### src/rtl/pc_sequencer_if.sv
// pc_sequencer_if: request/response bundle between a fetch unit and the PC sequencer.
// The master issues stall/jump/branch/call/ret; the slave returns pc and status flags.
interface pc_sequencer_if #(
  parameter int AW = 6
);
  logic          stall;
  logic          jmp_valid;
  logic [AW-1:0] jmp_target;
  logic          br_valid;
  logic [AW-1:0] br_offset;
  logic          call;
  logic          ret;
  logic [AW-1:0] pc;
  logic          pc_valid;
  logic          misalign;
  logic          ras_full;
  logic          ras_empty;
  logic          ras_err;

  modport master (
    output stall, jmp_valid, jmp_target,
    output br_valid, br_offset, call, ret,
    input  pc, pc_valid, misalign,
    input  ras_full, ras_empty, ras_err
  );

  modport slave (
    input  stall, jmp_valid, jmp_target,
    input  br_valid, br_offset, call, ret,
    output pc, pc_valid, misalign,
    output ras_full, ras_empty, ras_err
  );
endinterface

### src/rtl/pc_sequencer.sv
// pc_sequencer: next-PC selection with jump, branch, bubble and misalign tracking.
// Define PC_RETURN_STACK_EN to build in the call/return address stack.
module pc_sequencer #(
  parameter int AW        = 6,
  parameter int STEP      = 1,
  parameter int RESET_PC  = 0,
  parameter int RAS_DEPTH = 4
) (
  input logic           CLK,
  input logic           reset,
  pc_sequencer_if.slave bus
);
  localparam logic [AW-1:0] STEP_W = AW'(STEP);
  localparam logic [AW-1:0] MASK   = AW'(STEP - 1);
  localparam logic [AW-1:0] RST_PC = AW'(RESET_PC);

  typedef enum logic {ST_BOOT, ST_RUN} state_t;

  state_t        state_q, state_d;
  logic [AW-1:0] pc_q, pc_d;
  logic          valid_q, valid_d;
  logic          mis_q, mis_d;
  logic [AW-1:0] link;
  logic [AW-1:0] br_sum;
  logic          push, pop, swap, err_set;
  logic          ret_req, ret_go;
  logic [AW-1:0] ras_top;
  logic          ras_full_w;
  logic          sel_boot, sel_ret;
  logic          sel_jmp, sel_br, sel_inc;

  assign link   = pc_q + STEP_W;
  assign br_sum = pc_q + bus.br_offset;

`ifdef PC_RETURN_STACK_EN
  localparam int CW = $clog2(RAS_DEPTH + 1);

  logic [AW-1:0] stk_q [RAS_DEPTH];
  logic [CW-1:0] cnt_q;
  logic          err_q;
  logic          ras_empty_w;

  assign ras_full_w  = (cnt_q == CW'(RAS_DEPTH));
  assign ras_empty_w = (cnt_q == '0);
  assign ras_top     = stk_q[0];
  assign ret_req     = bus.ret;
  assign ret_go      = bus.ret & ~ras_empty_w;

  // Stack as a shift register: entry 0 is the top, oldest falls off the end.
  always_ff @(posedge CLK) begin
    if (!reset) begin
      cnt_q <= '0;
      err_q <= 1'b0;
      for (int i = 0; i < RAS_DEPTH; i++) stk_q[i] <= '0;
    end else begin
      if (push) begin
        stk_q[0] <= link;
        for (int i = 1; i < RAS_DEPTH; i++)
          stk_q[i] <= stk_q[i-1];
        if (!ras_full_w) cnt_q <= cnt_q + CW'(1);
      end else if (pop) begin
        for (int i = 0; i < RAS_DEPTH - 1; i++)
          stk_q[i] <= stk_q[i+1];
        cnt_q <= cnt_q - CW'(1);
      end else if (swap) begin
        stk_q[0] <= link;
      end
      if (err_set) err_q <= 1'b1;
    end
  end

  assign bus.ras_full  = ras_full_w;
  assign bus.ras_empty = ras_empty_w;
  assign bus.ras_err   = err_q;
`else
  logic unused_ras;

  assign ras_full_w = 1'b0;
  assign ras_top    = '0;
  assign ret_req    = 1'b0;
  assign ret_go     = 1'b0;
  assign unused_ras = ^{push, pop, swap, err_set,
                        bus.call, bus.ret};

  assign bus.ras_full  = 1'b0;
  assign bus.ras_empty = 1'b1;
  assign bus.ras_err   = 1'b0;
`endif

  assign sel_boot = (state_q == ST_BOOT);
  assign sel_ret  = ~sel_boot & ret_go;
  assign sel_jmp  = ~sel_boot & ~ret_req & bus.jmp_valid;
  assign sel_br   = ~sel_boot & ~ret_req
                  & ~bus.jmp_valid & bus.br_valid;
  assign sel_inc  = ~sel_boot & ~sel_ret
                  & ~sel_jmp & ~sel_br;

  // Next-PC selection by priority; a taken redirect opens a one-cycle bubble.
  always_comb begin
    state_d = state_q;
    pc_d    = pc_q;
    valid_d = valid_q;
    mis_d   = mis_q;
    push    = 1'b0;
    pop     = 1'b0;
    swap    = 1'b0;
    err_set = 1'b0;
    if (!bus.stall) begin
      unique case (1'b1)
        sel_boot: begin
          state_d = ST_RUN;
          pc_d    = RST_PC;
          valid_d = 1'b1;
        end
        sel_ret: begin
          pc_d    = ras_top;
          valid_d = 1'b0;
          swap    = bus.call;
          pop     = ~bus.call;
        end
        sel_jmp: begin
          pc_d    = bus.jmp_target & ~MASK;
          valid_d = 1'b0;
          mis_d   = mis_q | (|(bus.jmp_target & MASK));
          push    = bus.call;
          err_set = bus.call & ras_full_w;
        end
        sel_br: begin
          pc_d    = br_sum & ~MASK;
          valid_d = 1'b0;
          mis_d   = mis_q | (|(br_sum & MASK));
          push    = bus.call;
          err_set = bus.call & ras_full_w;
        end
        sel_inc: begin
          pc_d    = link;
          valid_d = 1'b1;
          err_set = ret_req;
        end
        default: ;
      endcase
    end
  end

  // Architectural PC, bubble and sticky misalign registers.
  always_ff @(posedge CLK) begin
    if (!reset) begin
      state_q <= ST_BOOT;
      pc_q    <= RST_PC;
      valid_q <= 1'b0;
      mis_q   <= 1'b0;
    end else begin
      state_q <= state_d;
      pc_q    <= pc_d;
      valid_q <= valid_d;
      mis_q   <= mis_d;
    end
  end

  assign bus.pc       = pc_q;
  assign bus.pc_valid = valid_q;
  assign bus.misalign = mis_q;
endmodule

### src/flat_wrapper.sv
// flat-port wrapper written by rule: the top's interface ports become plain ports
module pc_sequencer_flat 
#(
  parameter int AW        = 6,
  parameter int STEP      = 1,
  parameter int RESET_PC  = 0,
  parameter int RAS_DEPTH = 4
)
  (CLK, reset, bus_stall, bus_jmp_valid, bus_jmp_target, bus_br_valid, bus_br_offset, bus_call, bus_ret, bus_pc, bus_pc_valid, bus_misalign, bus_ras_full, bus_ras_empty, bus_ras_err);
  pc_sequencer_if #(.AW(AW)) bus_i ();
  input logic CLK;
  input logic reset;
  input wire logic [$bits(bus_i.stall)-1:0] bus_stall;
  input wire logic [$bits(bus_i.jmp_valid)-1:0] bus_jmp_valid;
  input wire logic [$bits(bus_i.jmp_target)-1:0] bus_jmp_target;
  input wire logic [$bits(bus_i.br_valid)-1:0] bus_br_valid;
  input wire logic [$bits(bus_i.br_offset)-1:0] bus_br_offset;
  input wire logic [$bits(bus_i.call)-1:0] bus_call;
  input wire logic [$bits(bus_i.ret)-1:0] bus_ret;
  output wire logic [$bits(bus_i.pc)-1:0] bus_pc;
  output wire logic [$bits(bus_i.pc_valid)-1:0] bus_pc_valid;
  output wire logic [$bits(bus_i.misalign)-1:0] bus_misalign;
  output wire logic [$bits(bus_i.ras_full)-1:0] bus_ras_full;
  output wire logic [$bits(bus_i.ras_empty)-1:0] bus_ras_empty;
  output wire logic [$bits(bus_i.ras_err)-1:0] bus_ras_err;
  assign bus_i.stall = bus_stall;
  assign bus_i.jmp_valid = bus_jmp_valid;
  assign bus_i.jmp_target = bus_jmp_target;
  assign bus_i.br_valid = bus_br_valid;
  assign bus_i.br_offset = bus_br_offset;
  assign bus_i.call = bus_call;
  assign bus_i.ret = bus_ret;
  assign bus_pc = bus_i.pc;
  assign bus_pc_valid = bus_i.pc_valid;
  assign bus_misalign = bus_i.misalign;
  assign bus_ras_full = bus_i.ras_full;
  assign bus_ras_empty = bus_i.ras_empty;
  assign bus_ras_err = bus_i.ras_err;
  pc_sequencer #(.AW(AW), .STEP(STEP), .RESET_PC(RESET_PC), .RAS_DEPTH(RAS_DEPTH)) u_core (.CLK(CLK), .reset(reset), .bus(bus_i));
endmodule
### config.mk
export PLATFORM = sky130hd
export DESIGN_NAME = pc_sequencer_flat
export DESIGN_NICKNAME = d
export VERILOG_FILES = /design/src/rtl/pc_sequencer_if.sv /design/src/rtl/pc_sequencer.sv /design/src/flat_wrapper.sv
export SDC_FILE = /design/constraint.sdc
export NUM_CORES = 1
export LEC_CHECK = 0
export CORE_MARGIN = 2
export CORE_UTILIZATION = 40
export CTS_CLUSTER_SIZE = 10
export DETAILED_ROUTE_END_ITERATION = 10
export PLACE_DENSITY = 0.81
export RECOVER_POWER = 100
export SETUP_SLACK_MARGIN = 0.02
export SYNTH_ARGS = -nofsm -noshare
export SYNTH_HDL_FRONTEND = slang
export SYNTH_SLANG_ARGS = --single-unit
### constraint.sdc
create_clock -name CLK -period 2.6 [get_ports CLK]
set_clock_uncertainty 0.05 [all_clocks]
set_input_delay 0.52 -clock CLK [delete_from_list [all_inputs] [get_ports CLK]]
set_output_delay 0.52 -clock CLK [all_outputs]
set_load 0.005 [all_outputs]
## After elaboration in Yosys (flattened, before gate mapping)

Index checks and enable logic that the tools add are counted.

| word-level totals | value |
|---|---|
| register bits | 8 |
| bits of input ports | 19 |
| output and inout bits | 11 |
| word-level logic and storage cells | 23 |

| cells by class | value |
|---|---|
| $add $sub $neg | 2 |
| multiplexer cells | 2 |
| bitwise gates (word level) | 10 |
| reductions and logical operators | 6 |

Operators with widths:

| operator | count |
|---|---|
| case mux 6 bit (4 select lines) | 1 |
| adder 6 x 1 -> 6 bit (second input constant) | 1 |
| adder 6 bit | 1 |
| bitwise AND 1 bit | 5 |
| NOT 1 bit | 5 |
| AND reduction 2 bit | 2 |
| nonzero test 4 bit | 1 |
| OR reduction 2 bit | 2 |
| case mux 1 bit (2 select lines) | 1 |
| nonzero test 2 bit | 1 |

## Logic depth before layout (Yosys ltp)

| depth | value |
|---|---|
| depth in word-level cells | 8 |
| mapped depth | 9 |
| gate-level depth less buffers | 8 |

## Least setup slack after synthesis

No wires, ideal clock.

| path | value |
|---|---|
| kind | input to register |
| from | input bus_jmp_valid |
| to | register u_core.pc_q[5] (netlist: u_core.bus.pc[5]) |
| library setup time | 0.086 ns |
| arrival time | 2.174 ns |
| required time | 2.464 ns |
| path slack | 0.289 ns |
| stages on the path | 9 |
| path buffers | 1 |
| cell sequence | buf_4 nor3b_4 and2b_2 ha_1 a21o_1 a21oi_1 o21ai_0 xnor2_1 a221oi_2 |

| between the ends | value |
|---|---|
| longest elaborated chain between the ends | 7 |
| elaborated cells between the ends (all ways) | 11 |
| classes of those cells | mux: 1; bitwise: 8; reduce/logical: 2 |

Ends and longest elaborated chain:

| what | RTL line | RTL |
|---|---|---|
| start, declared | flat_wrapper.sv:14 | `input wire logic [$bits(bus_i.jmp_valid)-1:0] bus_jmp_valid;` |
| NOT 1 bit | pc_sequencer.sv:94 | `& ~bus.jmp_valid & bus.br_valid;` |
| bitwise AND 1 bit (2 in series) | pc_sequencer.sv:94 |  |
| NOT 1 bit | pc_sequencer.sv:96 | `& ~sel_jmp & ~sel_br;` |
| bitwise AND 1 bit | pc_sequencer.sv:96 |  |
| nonzero test 4 bit (no source line) | n/a |  |
| AND reduction 2 bit (no source line) | n/a |  |
| end signal, assigned | pc_sequencer.sv:154 | `pc_q <= pc_d;` |
| end, declared | pc_sequencer.sv:20 | `logic [AW-1:0] pc_q, pc_d;` |

Parallel ways exist; a longest one is shown, timed or not.
A chain may end at the register's enable or synchronous reset.

## Worst setup path in the final report

| path | value |
|---|---|
| from | input bus_br_valid |
| to | register u_core.pc_q[5] (netlist: u_core.bus.pc[5]) |

| between the ends | value |
|---|---|
| longest elaborated chain between the ends | 5 |
| elaborated cells between the ends (all ways) | 6 |
| classes of those cells | mux: 1; bitwise: 3; reduce/logical: 2 |

Ends and longest elaborated chain:

| what | RTL line | RTL |
|---|---|---|
| start, declared | flat_wrapper.sv:16 | `input wire logic [$bits(bus_i.br_valid)-1:0] bus_br_valid;` |
| bitwise AND 1 bit (*) | pc_sequencer.sv:94 |  |
| NOT 1 bit | pc_sequencer.sv:96 |  |
| bitwise AND 1 bit | pc_sequencer.sv:96 |  |
| nonzero test 4 bit (no source line) | n/a |  |
| AND reduction 2 bit (no source line) | n/a |  |

Every way passes the cells marked *; elsewhere a longest branch is shown, timed or not.

==> summary.md <==
STA puts the critical path data arrival time at 2.59 ns. Number of setup buffers added after CTS: 0. The combined area of all synthesized cells was 653 um^2.

Cells with a size suffix above 1 make up 20.6% of the layout. Clock-pin slew was measured on the worst setup and hold paths at 0.05 ns. Synthesis handed over a netlist of 73 instances.

Yosys printed 0 warnings. Dividing the detail-routed wire length by the instance count gives 12.2 um. The tools report the internal cell power as 252 uW.

The run gives 0 as the number of gates given a new drive strength after cts. The detailed router finished its first iteration with 5 violations. For the largest net degree at the start of global routing, the log shows 10. The cell area power density was 369 mW/mm^2. The detail-routed via count per cell was 5.01; the post-synthesis area per instance was 8.95 um^2. The minimum clock period came out at 2.47 ns. Once layout is complete, the cells apart from fillers number 118. Layout overhead on the synthesized area: 44.8%.

The worst IR drop on VDD is 0.000259 V. Summed over all nets, the switching power comes to 97.1 uW. The portion of the clock cycle consumed by the worst path in the final layout is 94.9%. Of the post-synthesis cell area, the dominant cell type holds 24.5%. The clock sink count came out at 8.

The tools report the via count of the first global-routing pass as 592. For the worst setup path, the data required time is 2.72 ns. The register area share after synthesis is 24.5%. The library cells used most frequently in the layout, excluding fill and tap cells, are sky130_fd_sc_hd__clkdlybuf4s50_1, sky130_fd_sc_hd__dlygate4sd3_1, sky130_fd_sc_hd__dfxtp_1, sky130_fd_sc_hd__ha_1, sky130_fd_sc_hd__buf_4. The residual antenna-violating net count after detailed routing was 0; the number of placed I/O pins was 30. For the CTS H-tree depth, the log shows 1. The cell area after layout was 946 um^2; the largest fanout on the critical path was 6. The post-place setup slack is -0.221 ns.

The largest total area in the synthesized netlist belongs to sky130_fd_sc_hd__dfxtp_1. Global routing finished with a remaining overflow of 0. The clock reaches the later pin of the worst-skew pair after 0.26 ns. The library cell used most frequently in the layout, excluding fill and tap cells, is sky130_fd_sc_hd__clkdlybuf4s50_1. The first-pass GRT wire length was 2.32 mm. The worst min-delay path category is flop to flop. The tools report the weighted congestion at the end of routability-driven global placement as 0.742. The count of final hold-check violations is 0. STA classifies the critical path startpoint as an input port. The combinational share of power came out at 32.9%.

The die is 44.4 um tall. The routed layout has 591 vias. The logs give 0.00152 mm^2 for the core box area and 0 for the residual DRC count. Registers are responsible for 39.3% of the overall power. Derived from the worst setup path, the maximum achievable clock frequency is 405 MHz. Synthesis inferred 8 register bits. The setup path with the least slack is of type input port to flop.

The switching share of power came out at 27.8%. First-pass iteration count of the detailed router: 4. The HPWL after detailed placement is 1.15 mm. The clock network burns 27.8% of the power. The root buffer cell chosen for the clock tree is sky130_fd_sc_hd__clkbuf_4.

The max capacitance violation total is 0, and the cell area after placement is 922 um^2. At the end of the flow, the number of nets in the layout was 129. The tools report the final count of negative-setup-slack endpoints as 0. Summed over all cells, the static leakage comes to 0.000431 uW. Number of different library cells in the post-synthesis netlist: 30.

The final number of max-transition violations is 0. The flow ran to the end, and the final reports show no timing, DRC or antenna violations. STA classifies the critical path endpoint as a flop. For the starting utilization of the core area, the log shows 42.9%. Global routing used 16.0% of the available tracks across all layers. No sink is reached through more buffers than the 2 on the longest clock path. The run gives 0 as the count of inserted antenna diode cells. Setup repair after global routing left no endpoint under its margin.

The routed design has 1.44 mm of wire. The count of hold buffers inserted by post-cts repair was 0. By area the synthesized netlist is led by sky130_fd_sc_hd__dfxtp_1, sky130_fd_sc_hd__ha_1, sky130_fd_sc_hd__buf_4. During placement, the flow inserted port buffers numbering 23. The TritonCTS buffer count is 3.

The die span in x is 44.4 um. Die outline area: 0.00197 mm^2. In the post-route analysis, the smallest setup slack over all paths is 0.133 ns. The run gives 0 as the number of antenna violations at the first check in global routing. The number of placement rows was 14; the number of placed instances with taps included was 115. TritonCTS built the clock tree.
-- power groups by stage --
stage / clock, uW / sequential (uW) / combinational, uW
6_report: 97.0 / 137 / 115
5_1_grt: 104 / 138 / 127
4_1_cts: 98.8 / 137 / 119
3_5_place_dp: 0 / 140 / 118
3_3_place_gp: 0 / 140 / 115
2_1_floorplan: 0 / 139 / 65.9
-- registers in the layout (all words and copies together) (netlist names) --
| name | cells |
|---|---|
| u_core.bus.pc_valid | 1 |
| u_core.bus.pc | 6 |
| u_core.state_q | 1 |
-- per-stage QoR --
stage               setup TNS, ns  total power [uW]  hold slack, ns  util [%]
floorplan                       0               205           0.478         -
global placement           -0.696               255           0.493      60.5
detailed placement         -0.809               258           0.491      60.5
CTS                             0               355           0.512      62.0
global route                    0               369           0.548      62.1
finish                          0               349           0.504      62.1
-- cell families after synthesis --
kind of cell,count (synthesis),synth area share [%]
compound gates,21,22.2
simple gates,19,20.7
flops,8,24.5
mux,2,3.45
fa+ha+maj,6,12.6
xor+xnor,5,6.70
buf+inv,10,8.62
other cells,2,1.15
-- final cells by class --
cell class | count | area (um^2)
fillers | 144 | 578
multi-input cells | 57 | 447
repair buffers | 30 | 282
flip-flops and latches | 8 | 160
clock buffers | 3 | 22.5
well taps | 16 | 20.0
inverters | 4 | 15.0
-- layer usage --
layer	global-route usage (%)	vias to the layer above	wire length (um)
met5	0	-	0
met2	28.2	21	677
met1	18.0	260	655
met3	2.86	2	77
met4	9.09	0	26
li1	-	308	-
-- cell usage after synthesis --
| cell type | instances |
|---|---|
| sky130_fd_sc_hd__inv_1 | 4 |
| sky130_fd_sc_hd__o211ai_1 | 2 |
| sky130_fd_sc_hd__dfxtp_1 | 8 |
| sky130_fd_sc_hd__a31oi_1 | 1 |
| sky130_fd_sc_hd__clkbuf_1 | 1 |
| sky130_fd_sc_hd__nor2_1 | 1 |
| sky130_fd_sc_hd__o311a_2 | 1 |
| sky130_fd_sc_hd__a21oi_1 | 3 |
| sky130_fd_sc_hd__nor3b_4 | 1 |
| sky130_fd_sc_hd__nand2b_1 | 1 |
| sky130_fd_sc_hd__ha_1 | 5 |
| sky130_fd_sc_hd__fa_1 | 1 |
| sky130_fd_sc_hd__or2_2 | 1 |
| sky130_fd_sc_hd__o21bai_1 | 1 |
| sky130_fd_sc_hd__a21boi_0 | 1 |
| sky130_fd_sc_hd__a21o_1 | 2 |
| sky130_fd_sc_hd__a22oi_1 | 3 |
| sky130_fd_sc_hd__mux2_2 | 2 |
| sky130_fd_sc_hd__nor2b_1 | 3 |
| sky130_fd_sc_hd__nand3_1 | 3 |
| sky130_fd_sc_hd__buf_4 | 5 |
| sky130_fd_sc_hd__nand4_1 | 1 |
| sky130_fd_sc_hd__a221oi_2 | 1 |
| sky130_fd_sc_hd__nand2_1 | 3 |
| sky130_fd_sc_hd__xor2_1 | 1 |
| sky130_fd_sc_hd__nand2b_4 | 1 |
| sky130_fd_sc_hd__xnor2_1 | 4 |
| sky130_fd_sc_hd__conb_1 | 2 |
| sky130_fd_sc_hd__and2b_2 | 4 |
| sky130_fd_sc_hd__o21ai_0 | 6 |
-- final timing paths --
path | from | to | slack (ns) | cells past startpoint
hold / removal | u_core.bus.pc[4] | u_core.bus.pc[4] | 0.50 | 2
setup reg to reg | u_core.state_q | u_core.bus.pc[5] | 0.38 | 8
setup / recovery | bus_br_valid | u_core.bus.pc[5] | 0.13 | 9
hold reg to reg | u_core.bus.pc[4] | u_core.bus.pc[4] | 0.50 | 2
-- critical path: stages --
cell and delay [ns]:
sky130_fd_sc_hd__clkdlybuf4s50_1 0.44, sky130_fd_sc_hd__nor3b_4 0.32, sky130_fd_sc_hd__and2b_2 0.26, sky130_fd_sc_hd__ha_1 0.30
sky130_fd_sc_hd__a21o_1 0.17, sky130_fd_sc_hd__a21oi_1 0.13, sky130_fd_sc_hd__o21ai_1 0.10, sky130_fd_sc_hd__xnor2_1 0.15
sky130_fd_sc_hd__a221oi_2 0.21
Note: power is estimated with default switching activity, not from simulation.
